[src/rtl/single_port_ram_arbiter.sv]
// single_port_ram_arbiter: round-robin sharing of one single-port RAM between requesters A and B
// Ports: clk/rst (sync, active-high); per requester x in {a,b}: x_req, x_we, x_addr, x_wdata in,
// x_gnt (1-cycle pulse in the ACCESS cycle), x_rdata (held), x_rvalid (1-cycle pulse) out;
// ram_data/ram_addr/ram_we to the RAM, ram_q from the RAM (one cycle after the address); busy out.
module single_port_ram_arbiter #(
   parameter int DATA_W = 8,
   parameter int ADDR_W = 6
) (
   input  logic              clk,
   input  logic              rst,
   input  logic              a_req,
   input  logic              a_we,
   input  logic [ADDR_W-1:0] a_addr,
   input  logic [DATA_W-1:0] a_wdata,
   output logic              a_gnt,
   output logic [DATA_W-1:0] a_rdata,
   output logic              a_rvalid,
   input  logic              b_req,
   input  logic              b_we,
   input  logic [ADDR_W-1:0] b_addr,
   input  logic [DATA_W-1:0] b_wdata,
   output logic              b_gnt,
   output logic [DATA_W-1:0] b_rdata,
   output logic              b_rvalid,
   output logic [DATA_W-1:0] ram_data,
   output logic [ADDR_W-1:0] ram_addr,
   output logic              ram_we,
   input  logic [DATA_W-1:0] ram_q,
   output logic              busy
);
   localparam logic [1:0] IDLE = 2'd0, ACCESS = 2'd1, RESP = 2'd2;
   logic [1:0] state_q, state_d;
   // the last-served port is also the owner of the current access
   logic own_b_q, own_b_d;
   logic we_q, we_d;
   logic [ADDR_W-1:0] addr_q, addr_d;
   logic [DATA_W-1:0] wdata_q, wdata_d, a_rdata_q, a_rdata_d, b_rdata_q, b_rdata_d;
   logic a_rvalid_q, a_rvalid_d, b_rvalid_q, b_rvalid_d;
   logic start, win_b, resp;
   always_comb begin
      // B wins when alone, or on a tie when A was served last
      win_b = b_req & (~a_req | ~own_b_q);
      start = (state_q == IDLE) & (a_req | b_req);
      resp = state_q == RESP;
      state_d = start ? ACCESS : (state_q == ACCESS) ? (we_q ? IDLE : RESP) : IDLE;
      own_b_d = start ? win_b : own_b_q;
      we_d = start ? (win_b ? b_we : a_we) : we_q;
      addr_d = start ? (win_b ? b_addr : a_addr) : addr_q;
      wdata_d = start ? (win_b ? b_wdata : a_wdata) : wdata_q;
      a_rdata_d = (resp & ~own_b_q) ? ram_q : a_rdata_q;
      b_rdata_d = (resp & own_b_q) ? ram_q : b_rdata_q;
      a_rvalid_d = resp & ~own_b_q;
      b_rvalid_d = resp & own_b_q;
   end
   always_ff @(posedge clk) begin
      if (rst) begin
         state_q <= IDLE;
         own_b_q <= 1'b1;
         we_q <= 1'b0;
         addr_q <= '0;
         wdata_q <= '0;
         a_rdata_q <= '0;
         b_rdata_q <= '0;
         a_rvalid_q <= 1'b0;
         b_rvalid_q <= 1'b0;
      end else begin
         state_q <= state_d;
         own_b_q <= own_b_d;
         we_q <= we_d;
         addr_q <= addr_d;
         wdata_q <= wdata_d;
         a_rdata_q <= a_rdata_d;
         b_rdata_q <= b_rdata_d;
         a_rvalid_q <= a_rvalid_d;
         b_rvalid_q <= b_rvalid_d;
      end
   end
   assign a_gnt = (state_q == ACCESS) & ~own_b_q;
   assign b_gnt = (state_q == ACCESS) & own_b_q;
   assign a_rdata = a_rdata_q;
   assign b_rdata = b_rdata_q;
   assign a_rvalid = a_rvalid_q;
   assign b_rvalid = b_rvalid_q;
   assign ram_addr = addr_q;
   assign ram_data = wdata_q;
   // gated by rst directly so a write caught by reset in its ACCESS cycle is dropped
   assign ram_we = (state_q == ACCESS) & we_q & ~rst;
   assign busy = state_q != IDLE;
endmodule

[config.mk]
export PLATFORM = sky130hd
export DESIGN_NAME = single_port_ram_arbiter
export DESIGN_NICKNAME = d
export VERILOG_FILES = /design/src/rtl/single_port_ram_arbiter.sv
export SDC_FILE = /design/constraint.sdc
export NUM_CORES = 1
export LEC_CHECK = 0
export BUFFER_PORTS_ARGS = -buffer_cell sky130_fd_sc_hd__buf_2
export CAP_MARGIN = 15
export CORE_ASPECT_RATIO = 1.1
export CORE_MARGIN = 4
export CORE_UTILIZATION = 25
export CTS_CLUSTER_DIAMETER = 30
export DETAILED_ROUTE_END_ITERATION = 8
export SETUP_SLACK_MARGIN = 0.5
export SYNTH_ARGS = -nofsm -noshare
export SYNTH_HDL_FRONTEND = slang
export SYNTH_SLANG_ARGS = --single-unit
[constraint.sdc]
create_clock -name clk -period 3 [get_ports clk]
set_input_delay 0.15 -clock clk [delete_from_list [all_inputs] [get_ports clk]]
set_output_delay 0.15 -clock clk [all_outputs]
set_load 0.05 [all_outputs]
==> run summary <==
cell taking the most area after synthesis - dfxtp_1
startpoint class of the critical path - flip-flop
fmax - 0.593 GHz
Tightest Hold Check Type - in2reg
CP max stage delay - 0.84 ns
final routed DRC violation total - 0
Iteration-0 DRC Markers - 18
Cells after Synth - 160
Clock Tree Buf Depth - 2
Synth Flop Type - dfxtp_1
unrepaired setup endpoints after global routing - no
setup ws final - 1.31 ns
cell area power density - 584 nW/um^2
fill count - 636
Least-Margin Pin Slew - 0.987 ns
slew margin rel. - 0.339
min cycle time layout - 1.69 ns
H-tree levels - 2
clk sinks - 36
internal power consumption - 0.000789 W
most frequent cells after synthesis - 36 x dfxtp_1, 30 x nand2_1, 19 x nor2_1
setup violators final - 0
Max Cap Viol - 0
Max IR drop VDD - 0.245 mV
Leakage - 0.975 nW
Detail Placement HPWL - 2.79 mm
Tcrit/Tclk final - 0.562
run status - finished, final reports clean
Vias - 1349
DIE WIDTH - 82.3 um
core area - 5840 um^2
share of cells above drive strength 1 - 0.418
first-pass GRT wire length - 5.87 mm
# rows - 29
Final Hold Fails - 0
Worst path top cell family by delay - simple AND/OR/NAND/NOR gates
nets - 273
CTS tree - built
CTS Hold Bufs - 0
post-synth top area share - 0.475
Async SR Flop Fraction - 0
clk slew on worst S/H paths - 0.07 ns
Critical Path RT - 3.13 ns
share of total power in the clock network - 0.292
pin count of the biggest net entering global routing - 38
grt total ovfl - 0
pre-CTS setup slack - 1.29 ns
Pre-antenna DRT Iters - 4
Final ANT Viol Nets - 0
CP Max Fanout - 9
Initial Utilization - 0.260
port bufs - 77
post-CTS sizing - 0
die area - 7380 um^2
aggregate global-route resource usage - 0.103
Yosys warnings - 0
Mapped Area - 1520 um^2
most frequent cell after synthesis - dfxtp_1
Inserted Diodes - 0
CTS root buffer - clkbuf_8
initial antenna violation count - 0
worst-skew pair later-pin latency - 0.27 ns
Die Ht - 89.7 um
EDFF count, synth - 0
Layout Skew - 0.00257 ns
CTS buffer count - 5
Detailed Route WL - 3.75 mm
highest-delay cell along the critical path - nor3b_2
Hold Slack - 0.121 ns
IO Pins - 78
Synth area leaders - dfxtp_1 48%, mux2i_1 11%, a311oi_2 8.9%
Cell variety after synth - 24
vias in the first global route - 1323
syn_nets - 202
via density per instance - 4.37
post-CTS setup buffer count - 0
cell chain of the critical path - nor3b_2 > mux2i_1 > nor2_1
net switching power - 0.000387 W
GP Congestion - 0.690
syn_area_per_cell - 9.48 um^2
Comb pwr share - 0.256
Reg power frac - 0.452
Yosys reg bits - 36
Switching Share - 0.329
worst path arrival time - 1.82 ns
Seq/Total Area, Yosys - 0.475
Final Slew Violations - 0
CP endpoint kind - flip-flop
Crit Path Class - reg2reg
Total Neg Setup Slack - 0 ns
routed length per instance - 12.1 um
Synth-to-Final Area Change - 32.8%
WP buf/inv - 0
## layout make-up
type / count / area (um^2) / share of cell area
clock buffer: 8 / 90.1 / 0.0447
inverter: 2 / 7.51 / 0.00373
multi-input combinational: 109 / 714 / 0.355
sequential: 36 / 721 / 0.358
tap: 77 / 96.3 / 0.0478
timing repair buffer: 77 / 385 / 0.191
## logic make-up (layout without fill, tap and decap cells)
family,Yosys count,in the layout,share of synthesized area
AO/OA/AOI/OAI,34,34,0.196
flip-flops,36,36,0.475
AND/OR/NAND/NOR,59,59,0.166
buffers and inverters,15,87,0.0569
multiplexers,16,16,0.106
## tightest hold or removal path, delay by kind of cell
kind                   cells  cell delay, ns
and+or+nand+nor            1            0.07
buffers and inverters      1            0.09
muxes                      1            0.05
## state kept, by name, summed over array words and instances, names as in the netlist
| signal | flops |
|---|---|
| a_rdata | 8 |
| a_rvalid | 1 |
| b_rdata | 8 |
| b_rvalid | 1 |
| own_b_q | 1 |
| ram_addr | 6 |
| ram_data | 8 |
| state_q | 2 |
| we_q | 1 |
## cells in the final DEF, fill, tap and decap left out, types with 2 or more instances in the layout
| cell type | netlist | final |
|---|---|---|
| a21oi_1 | 16 | 16 |
| a311oi_1 | 6 | 6 |
| a311oi_2 | 9 | 9 |
| buf_2 | 3 | 77 |
| clkbuf_1 | 6 | 2 |
| clkbuf_8 | 0 | 6 |
| dfxtp_1 | 36 | 36 |
| inv_1 | 2 | 2 |
| mux2i_1 | 16 | 16 |
| nand2_1 | 30 | 30 |
| nor2_1 | 19 | 19 |
| nor2b_1 | 2 | 2 |
## power by group through the flow
stage / sequential [W] / clock, W / combinational (W)
4_1_cts: 0.000532 / 0.000360 / 0.000307
5_1_grt: 0.000537 / 0.000376 / 0.000326
2_1_floorplan: 0.000638 / 0 / 0.000138
6_report: 0.000532 / 0.000343 / 0.000301
3_5_place_dp: 0.000543 / 0 / 0.000306
3_3_place_gp: 0.000543 / 0 / 0.000305
## through the flow
step	total power, W	util	std cells	area, um^2
finish	0.00118	0.345	309	2010
CTS	0.00120	0.345	309	2010
global placement	0.000848	0.329	301	1920
detailed placement	0.000849	0.329	301	1920
floorplan	0.000777	-	160	1520
global route	0.00124	0.345	309	2010
## path summary, 6_finish.rpt
path         startpoint          to  slack [ns]  cells after the start
min            ram_q[4]  b_rdata[4]        0.12                      3
min reg2reg        we_q  state_q[1]        0.46                      1
max reg2reg     own_b_q  a_rdata[2]        1.31                      3
max             own_b_q  a_rdata[2]        1.31                      3
## layer usage
| metal | track usage | share of wire |
|---|---|---|
| met1 | 0.103 | 0.42 |
| met2 | 0.194 | 0.47 |
| met3 | 0.0409 | 0.097 |
| met4 | 0.0317 | 0.0083 |
| met5 | 0 | 0 |
No activity file was read; power rests on OpenSTA's default activity.
